File: config.mk
export PLATFORM = sky130hd
export DESIGN_NAME = axi_decerr_slave
export DESIGN_NICKNAME = d
export VERILOG_FILES = /design/src/rtl/axi_decerr_pkg.sv /design/src/rtl/axi_decerr_rd_burst.sv /design/src/rtl/axi_decerr_slave.sv
export SDC_FILE = /design/constraint.sdc
export NUM_CORES = 1
export LEC_CHECK = 0
export BUFFER_PORTS_ARGS = -buffer_cell sky130_fd_sc_hd__buf_4
export CAP_MARGIN = 10
export CORE_AREA = 2 2 130 132
export CTS_CLUSTER_DIAMETER = 120
export DETAILED_ROUTE_END_ITERATION = 10
export DIE_AREA = 0 0 132 134
export GPL_TIMING_DRIVEN = 0
export PLACE_DENSITY = 0.7
export SLEW_MARGIN = 30
export SYNTH_ARGS = -nofsm -noshare
export SYNTH_HDL_FRONTEND = slang
export SYNTH_SLANG_ARGS = --single-unit
File: constraint.sdc
create_clock -name clk_i -period 3.81 [get_ports clk_i]
set_input_delay 0.381 -clock clk_i [delete_from_list [all_inputs] [get_ports clk_i]]
set_output_delay 0.381 -clock clk_i [all_outputs]
set_load 0.01 [all_outputs]
File: src/rtl/axi_decerr_pkg.sv
// Shared SoC definitions for the AXI decode-error responder.
// Contents:
//   - slave-side ID width, derived from the crossbar master count
//   - DECERR response encoding and the default error data pattern
//   - FSM state encodings for the write and read paths
//   - saturating add used by the error counter
package axi_decerr_pkg;

  localparam int unsigned NumMasters = 2;
  localparam int unsigned MstIdWidth = 4;
  // The crossbar prepends the master index to the ID, so slave IDs are wider.
  localparam int unsigned SlvIdWidth = MstIdWidth + $clog2(NumMasters);

  localparam logic [1:0]  RespDecerr = 2'b11;
  localparam logic [63:0] DecerrData = 64'hBADC_AB1E_BADC_AB1E;

  typedef enum logic [1:0] {
    W_IDLE = 2'd0,
    W_DATA = 2'd1,
    W_RESP = 2'd2
  } w_state_e;

  typedef enum logic {
    R_IDLE = 1'b0,
    R_DATA = 1'b1
  } r_state_e;

  // Adds 0..3 to a 32-bit count and clamps at all-ones.
  function automatic logic [31:0] sat_add32(input logic [31:0] a, input logic [1:0] inc);
    logic [32:0] sum;
    sum = {1'b0, a} + 33'(inc);
    return sum[32] ? 32'hFFFF_FFFF : sum[31:0];
  endfunction

endpackage

File: src/rtl/axi_decerr_rd_burst.sv
// Read side of the decode-error responder: accepts one AR at a time and
// streams (len+1) R beats, flagging the final one.
// Ports:
//   clk_i, rst_ni          clock, asynchronous active-low reset
//   ar_valid_i/ar_ready_o  read address handshake
//   ar_id_i, ar_len_i      ID and burst length minus one
//   r_valid_o/r_ready_i    read data handshake
//   r_id_o, r_last_o       latched ID and last-beat flag
module axi_decerr_rd_burst
  import axi_decerr_pkg::*;
#(
  parameter int unsigned IdWidth = SlvIdWidth
) (
  input  logic               clk_i,
  input  logic               rst_ni,
  input  logic               ar_valid_i,
  output logic               ar_ready_o,
  input  logic [IdWidth-1:0] ar_id_i,
  input  logic [7:0]         ar_len_i,
  output logic               r_valid_o,
  input  logic               r_ready_i,
  output logic [IdWidth-1:0] r_id_o,
  output logic               r_last_o
);

  r_state_e           state_q;
  logic [IdWidth-1:0] id_q;
  // Beats remaining after the one currently presented.
  logic [7:0]         cnt_q;

  always_ff @(posedge clk_i or negedge rst_ni) begin
    if (!rst_ni) begin
      state_q <= R_IDLE;
      id_q    <= '0;
      cnt_q   <= '0;
    end else begin
      case (state_q)
        R_IDLE: begin
          if (ar_valid_i) begin
            id_q    <= ar_id_i;
            cnt_q   <= ar_len_i;
            state_q <= R_DATA;
          end
        end
        R_DATA: begin
          if (r_ready_i) begin
            if (cnt_q == 8'd0) begin
              state_q <= R_IDLE;
            end else begin
              cnt_q <= cnt_q - 8'd1;
            end
          end
        end
        default: state_q <= R_IDLE;
      endcase
    end
  end

  assign ar_ready_o = (state_q == R_IDLE);
  assign r_valid_o  = (state_q == R_DATA);
  assign r_last_o   = (state_q == R_DATA) && (cnt_q == 8'd0);
  assign r_id_o     = id_q;

endmodule

File: src/rtl/axi_decerr_slave.sv
// AXI4 default slave for unmapped addresses. Every write burst is absorbed
// and answered with DECERR on B; every read burst returns the requested
// number of DECERR beats carrying RespData. A saturating counter and the
// most recent offending address are exposed for debug.
// Ports:
//   clk_i, rst_ni                       clock, asynchronous active-low reset
//   aw_*                                write address channel
//   w_*                                 write data channel (data discarded)
//   b_*                                 write response channel
//   ar_*                                read address channel
//   r_*                                 read data channel
//   err_count_o                         saturating count of accepted AW+AR
//   last_err_addr_o                     address of most recent accepted error
module axi_decerr_slave
  import axi_decerr_pkg::*;
#(
  parameter int unsigned          IdWidth   = SlvIdWidth,
  parameter int unsigned          AddrWidth = 64,
  parameter int unsigned          DataWidth = 64,
  parameter logic [DataWidth-1:0] RespData  = DataWidth'(DecerrData)
) (
  input  logic                 clk_i,
  input  logic                 rst_ni,
  input  logic                 aw_valid_i,
  output logic                 aw_ready_o,
  input  logic [IdWidth-1:0]   aw_id_i,
  input  logic [AddrWidth-1:0] aw_addr_i,
  input  logic                 w_valid_i,
  output logic                 w_ready_o,
  input  logic                 w_last_i,
  output logic                 b_valid_o,
  input  logic                 b_ready_i,
  output logic [IdWidth-1:0]   b_id_o,
  output logic [1:0]           b_resp_o,
  input  logic                 ar_valid_i,
  output logic                 ar_ready_o,
  input  logic [IdWidth-1:0]   ar_id_i,
  input  logic [AddrWidth-1:0] ar_addr_i,
  input  logic [7:0]           ar_len_i,
  output logic                 r_valid_o,
  input  logic                 r_ready_i,
  output logic [IdWidth-1:0]   r_id_o,
  output logic [DataWidth-1:0] r_data_o,
  output logic [1:0]           r_resp_o,
  output logic                 r_last_o,
  output logic [31:0]          err_count_o,
  output logic [AddrWidth-1:0] last_err_addr_o
);

  // ---------------------------------------------------------------- write
  w_state_e           w_state_q;
  logic [IdWidth-1:0] b_id_q;

  always_ff @(posedge clk_i or negedge rst_ni) begin
    if (!rst_ni) begin
      w_state_q <= W_IDLE;
      b_id_q    <= '0;
    end else begin
      case (w_state_q)
        W_IDLE: begin
          if (aw_valid_i) begin
            b_id_q    <= aw_id_i;
            w_state_q <= W_DATA;
          end
        end
        W_DATA: begin
          if (w_valid_i && w_last_i) w_state_q <= W_RESP;
        end
        W_RESP: begin
          if (b_ready_i) w_state_q <= W_IDLE;
        end
        default: w_state_q <= W_IDLE;
      endcase
    end
  end

  assign aw_ready_o = (w_state_q == W_IDLE);
  assign w_ready_o  = (w_state_q == W_DATA);
  assign b_valid_o  = (w_state_q == W_RESP);
  assign b_id_o     = b_id_q;
  assign b_resp_o   = RespDecerr;

  // ----------------------------------------------------------------- read
  axi_decerr_rd_burst #(
    .IdWidth (IdWidth)
  ) u_rd_burst (
    .clk_i      (clk_i),
    .rst_ni     (rst_ni),
    .ar_valid_i (ar_valid_i),
    .ar_ready_o (ar_ready_o),
    .ar_id_i    (ar_id_i),
    .ar_len_i   (ar_len_i),
    .r_valid_o  (r_valid_o),
    .r_ready_i  (r_ready_i),
    .r_id_o     (r_id_o),
    .r_last_o   (r_last_o)
  );

  assign r_data_o = RespData;
  assign r_resp_o = RespDecerr;

  // ------------------------------------------------------------ debug info
  logic                 aw_hs;
  logic                 ar_hs;
  logic [31:0]          err_count_q,     err_count_d;
  logic [AddrWidth-1:0] last_err_addr_q, last_err_addr_d;

  assign aw_hs = aw_valid_i & aw_ready_o;
  assign ar_hs = ar_valid_i & ar_ready_o;

  always_comb begin
    err_count_d     = sat_add32(err_count_q, {1'b0, aw_hs} + {1'b0, ar_hs});
    last_err_addr_d = last_err_addr_q;
    // Write address takes priority when both channels handshake together.
    if (aw_hs) begin
      last_err_addr_d = aw_addr_i;
    end else if (ar_hs) begin
      last_err_addr_d = ar_addr_i;
    end
  end

  always_ff @(posedge clk_i or negedge rst_ni) begin
    if (!rst_ni) begin
      err_count_q     <= '0;
      last_err_addr_q <= '0;
    end else begin
      err_count_q     <= err_count_d;
      last_err_addr_q <= last_err_addr_d;
    end
  end

  assign err_count_o     = err_count_q;
  assign last_err_addr_o = last_err_addr_q;

endmodule

==> After elaboration in Yosys (flattened, before gate mapping) <==
Cells that the tools add are included.
Widths: inputs -> output; s select.
{ "op_classes": {"addsub": 3, "n_eq_ne": 8, "n_mux": 15, "bitwise_logic": 3, "reduce_logical": 9} }
{ "ops": {"columns": ["op", "n"], "rows": [
  ["$mux 64", 2],
  ["$add 32x2->33", 1],
  ["$mux 32", 1],
  ["$mux 8", 3],
  ["$pmux 8 s2", 1],
  ["$logic_not 8->1", 1],
  ["$ne 2x2->1 const B", 4],
  ["$sub 8x1->8 const B", 1],
  ["$mux 2", 3],
  ["$pmux 2 s3", 1],
  ["$reduce_and 3->1", 2],
  ["$ne 2x1->1 const B", 2],
  ["$reduce_and 2->1", 2],
  ["$mux 1", 3],
  ["$add 1x1->2", 1],
  ["$and 1x1->1", 2],
  ["$eq 2x1->1 const B", 1],
  ["$eq 2x2->1 const B", 1],
  ["$logic_and 1x1->1", 2],
  ["$logic_not 2->1", 1],
  ["$pmux 1 s2", 1],
  ["$reduce_bool 2->1", 1],
  ["$not 1->1", 1]
]} }
{ "totals": {"regBits": 117, "inputBits": 154, "out_inout_bits": 180, "wordCells": 45} }

==> Longest topological paths before layout <==
{ "depth": {"ltp_word": 5, "mapped_depth": 14, "depth_no_buf": 11} }

==> Cells and area by module <==
From an unflattened synthesis, not the netlist that was laid out.
{ "unflattened": {"cells_unflattened": 632, "area_unflattened_um2": 6160.9} }
{ "modules_own_cells": {"columns": ["mod", "n_inst", "cells_per_inst", "area_each_um2", "seq_area_each_um2"], "rows": [
  ["axi_decerr_slave", 1, 545, 5365.1, 2577.5],
  ["axi_decerr_rd_burst", 1, 87, 795.8, 350.3]
]} }

==> Least setup slack after synthesis <==
No wires, ideal clock.
{ "synth_path": {"path_kind": "reg2reg", "from": "register w_state_q[1]", "to": "register err_count_q[30], in the netlist err_count_o[30]", "setup_ps": 125, "arrival_time_ps": 2917, "required_ps": 3685, "path_slack_ps": 768, "stages_incl_launch_ff": 15, "path_buffers": 3, "period_less_slack_ps": 3042, "cell_sequence": "dfrtp_1 > nor2_1 > and2_1 > buf_2 > clkbuf_1 > xor2_1 > ha_1 > inv_1 > nand2_1 > ha_1 > and2_1 > nand3_1 > clkbuf_1 > nor4_1 > mux2_2"} }
{ "synth_via": {"elab_chain_cells": 5} }
{ "synth_rtl": {"columns": ["element", "line_no", "rtl"], "rows": [
  ["from (decl)", "axi_decerr_slave.sv:51", "w_state_e w_state_q;"],
  ["from (signal assigned)", "axi_decerr_slave.sv:56", "w_state_q <= W_IDLE;"],
  ["from (signal assigned)", "axi_decerr_slave.sv:63", "w_state_q <= W_DATA;"],
  ["from (signal assigned)", "axi_decerr_slave.sv:67", "if (w_valid_i && w_last_i) w_state_q <= W_RESP;"],
  ["$logic_not 2->1", "axi_decerr_slave.sv:77", "assign aw_ready_o = (w_state_q == W_IDLE);"],
  ["named net aw_ready_o", "axi_decerr_slave.sv:25", "output logic aw_ready_o,"],
  ["$and 1x1->1", "axi_decerr_slave.sv:108", "assign aw_hs = aw_valid_i & aw_ready_o;"],
  ["$add 1x1->2", "axi_decerr_slave.sv:112", "err_count_d = sat_add32(err_count_q, {1'b0, aw_hs} + {1'b0, ar_hs});"],
  ["$add 32x2->33", "axi_decerr_pkg.sv:31", "sum = {1'b0, a} + 33'(inc);"],
  ["$mux 32", "axi_decerr_pkg.sv:32", "return sum[32] ? 32'hFFFF_FFFF : sum[31:0];"],
  ["named net err_count_d[30]", "axi_decerr_slave.sv:105", "logic [31:0] err_count_q, err_count_d;"],
  ["to (signal assigned)", "axi_decerr_slave.sv:127", "err_count_q <= err_count_d;"],
  ["to (decl)", "axi_decerr_slave.sv:105", null]
]} }
The timed path passes the listed nets, and every way through them passes these cells.
A chain may end at the register's enable or synchronous reset.

==> Worst setup path after layout <==
{ "layout_path": {"from": "register u_rd_burst.state_q, in the netlist u_rd_burst.r_valid_o", "to": "register err_count_q[25], in the netlist err_count_o[25]"} }
{ "layout_via": {"elab_chain_cells": 5} }
{ "layout_rtl": {"columns": ["element", "line_no", "rtl"], "rows": [
  ["from (decl)", "axi_decerr_rd_burst.sv:26", "r_state_e state_q;"],
  ["from (signal assigned)", "axi_decerr_rd_burst.sv:33", "state_q <= R_IDLE;"],
  ["from (signal assigned)", "axi_decerr_rd_burst.sv:42", "state_q <= R_DATA;"],
  ["from (signal assigned)", "axi_decerr_rd_burst.sv:48", "state_q <= R_IDLE;"],
  ["$not 1->1 (no source line)", null, null],
  ["$and 1x1->1", "axi_decerr_slave.sv:109", "assign ar_hs = ar_valid_i & ar_ready_o;"],
  ["named net ar_hs", "axi_decerr_slave.sv:104", "logic ar_hs;"],
  ["$add 1x1->2", "axi_decerr_slave.sv:112", null],
  ["$add 32x2->33", "axi_decerr_pkg.sv:31", null],
  ["$mux 32", "axi_decerr_pkg.sv:32", null],
  ["named net err_count_d[25]", "axi_decerr_slave.sv:105", null]
]} }
The timed path passes the listed nets, and every way through them passes these cells.

==> out/qor.csv <==
metric;value;unit
clk_lat worst skew;410;ps
Overflow after GRT;0;
status;finished clean;
leak pwr;4.53;nW
Iter 0 DRT Violations;218;
Row Count;47;
setup_tns;0;ps
pwr/cell area;633;nW/um^2
first-pass GRT wire length;30.1;mm
synth unique cells;49;
CP Launch Point;u_rd_burst.r_valid_o;
placed insts;1191;
setup bufs post-CTS;0;
Setup CP Type;reg -> reg;
vias in the first global route;5547;
worst path cell trace;clkbuf_1 > inv_2 > nand2_2 > inv_2 > clkbuf_4 > ha_1 > inv_1 > nand2_1 > ha_1 > nand3_1 > or4_1 > or4_1 > nand3_1;
Synth Area per Inst;9.72;um^2
# setup viols final;0;
register area;2930;um^2
Critical Path Fanout Max;10;
Worst-Margin Slew;712;ps
antenna violations before repair;0;
non-filler cells, final;1223;
Tmin final;3370;ps
H-tree Lvls;4;
CTS tree;yes;
FFs w/ async S/R, synth;100;%
Final HPWL DP;14.9;mm
NumNets Final;1147;
Worst Path Buf+Inv;5;
Post-synth EDFFs;0;
Die X;132;um
slowest stage cell, crit path;or4_1;
IO Pins;334;
sequential share of the synthesized area;47.1;%
via count;5722;
synthesized area;6210;um^2
RR Startpoint;u_rd_burst.r_valid_o;
Clock Tree Buf Depth;2;
clock root buffer;clkbuf_16;
global placer's final weighted congestion;0.845;
critical path arrival;3710;ps
n_diodes;0;
overall power;0.00594;W
total wire length;19.5;mm
share of cells above drive strength 1;39.5;%
Tcrit/Tclk final;88.6;%
RSZ-0062 raised after global routing;false;
area of the multi-input gates;2830;um^2
Via density;4.68;
slowest stage delay, CP;610;ps
Hold Crit Class;in -> reg;
critical path depth;13;
synth-to-layout area growth;51.0;%
core area;16300;um^2
pin count of the biggest net entering global routing;70;
DR pass1 iterations;4;
Post-DRT Antenna Nets;0;
Main synth FF type;dfrtp_1;
Worst setup SP type;flip-flop;
Setup crit end kind;flip-flop;
Worst Path Required;4150;ps
total track usage;21.7;%
r2r setup slk;440;ps
#FFs+latches synth;117;
starting density of the core;38.1;%
max_slew headroom;51.9;%
CP top delay family;simple AND/OR/NAND/NOR gates;
Die H;134;um
Hold Fails Final Rpt;0;
Clock Skew;4.57;ps
filler cell count;1446;
Worst Reg2Reg Path Length in Cells;13;
worst hold path startpoint;ar_id_i[2];
drt drc;0;
Fmax;296;MHz
Cells after Synth;639;
Reg clk slew, reported paths;50;ps
max_cap viols;0;
IO buf count;265;
worst vdd ir;0.363;mV
fin util;57.6;%
WL/cell;15.9;um
max-slew violation count;0;
Worst Setup EP;err_count_o[25];
Die ar.;17700;um^2
Finished Cell Area;9380;um^2
Reg-to-Reg End;err_count_o[25];
YS warnings;0;
Sink Count;117;
Placement Cell Area;8760;um^2
total CTS buffers;17;
sequential cells by signal, indices dropped and copies added (netlist names):
| signal | cells |
|---|---|
| u_rd_burst.r_id_o | 5 |
| u_rd_burst.cnt_q | 8 |
| last_err_addr_o | 64 |
| u_rd_burst.r_valid_o | 1 |
| err_count_o | 32 |
| b_id_o | 5 |
| w_state_q | 2 |
synthesized netlist by cell type, types with 3 or more instances:
master    number  area (um^2)
a21oi_1       13         65.1
and2_1         3         18.8
and4_1         6         52.6
buf_2          8         40.0
buf_4         68          510
buf_6          3         33.8
clkbuf_1      22         82.6
dfrtp_1      117         2930
ha_1           3         37.5
inv_1          9         33.8
mux2_2        12          135
mux2i_1       67          671
nand2_1      106          398
nand2b_1       3         18.8
nand3_1       27          135
nand4_1        7         43.8
nor2_1         6         22.5
nor2b_1        4         25.0
nor3_1         6         30.0
nor4_1         7         43.8
o21ai_0       78          390
o31ai_1        9         67.6
or3_1          4         25.0
or4_1          9         67.6
xnor2_1        3         26.3
xor2_1         7         61.3
tightest hold or removal path: cells and delay by family:
kind | cells | cell delay (ps)
and+or+nand+nor | 2 | 90
buffers and inverters | 1 | 80
worst min path at each step:
stage                           endpoint  slack [ps]  cells after the start
finish              u_rd_burst.r_id_o[2]         170                      3
global route        u_rd_burst.r_id_o[0]         160                      3
CTS                 u_rd_burst.r_id_o[2]         150                      3
detailed placement       err_count_o[15]         310                      1
global placement    u_rd_burst.r_id_o[1]         460                      2
floorplan                      b_id_o[0]          90                      0
per-stage QoR:
step           setup WS (ps)  hold slack [ps]
2_1_floorplan            768             85.4
3_3_place_gp            60.7              461
3_5_place_dp            48.9              312
4_1_cts                 27.8              148
5_1_grt                 88.2              157
6_report                 436              167
metal layers:
| layer | wire, um | up-vias | track usage, % |
|---|---|---|---|
| met4 | 375 | 0 | 7.25 |
| li1 | - | 2813 | - |
| met5 | 0 | - | 0 |
| met1 | 8120 | 2684 | 26.8 |
| met2 | 9720 | 204 | 36.7 |
| met3 | 1240 | 21 | 6.12 |
where the power goes:
group | internal (W) | switching, W | total, W
Sequential | 0.00171 | 0.000309 | 0.00202
Clock | 0.00107 | 0.000560 | 0.00163
Combinational | 0.00113 | 0.00116 | 0.00229
timing repair:
| item | CTS | global route |
|---|---|---|
| endpoints found under the hold margin | 48 | 0 |
| resized for setup | 0 | 5 |
| endpoints found under the setup margin | 0 | 32 |
| hold buffers | 1 | 0 |
final cells by class:
cell class / instances / area share (%)
buffer: 100 / 7.11
tap: 220 / 2.94
timing repair buffer: 267 / 21.7
clock buffer: 22 / 5.06
multi-input combinational: 476 / 30.2
inverter: 11 / 0.440
clock inverter: 10 / 1.36
sequential: 117 / 31.2
logic make-up after synthesis:
group / after synthesis / synth area share, %
other cells: 2 / 0.121
simple gates: 202 / 16.1
fa+ha+maj: 3 / 0.605
xor+xnor: 10 / 1.41
mux: 79 / 13.0
buf+inv: 112 / 11.4
flops: 117 / 47.1
compound gates: 114 / 10.2
placed cells by master, fill, tap and decap left out, drive strengths merged, types with 3 or more instances in the layout:
| master | count |
|---|---|
| nor2 | 6 |
| nor2b | 4 |
| nor3 | 6 |
| buf | 344 |
| xnor2 | 3 |
| clkinv | 6 |
| a21oi | 13 |
| or4 | 10 |
| ha | 3 |
| dfrtp | 117 |
| mux2 | 12 |
| or3 | 4 |
| xor2 | 7 |
| nor4 | 7 |
| o31ai | 9 |
| and4 | 6 |
| bufinv | 3 |
| mux2i | 67 |
| inv | 11 |
| nand2 | 106 |
| nand3 | 27 |
| nand4 | 7 |
| and2 | 3 |
| clkbuf | 44 |
| nand2b | 3 |
| o21ai | 78 |
| conb | 68 |
Note: power is estimated with default switching activity, not from simulation.
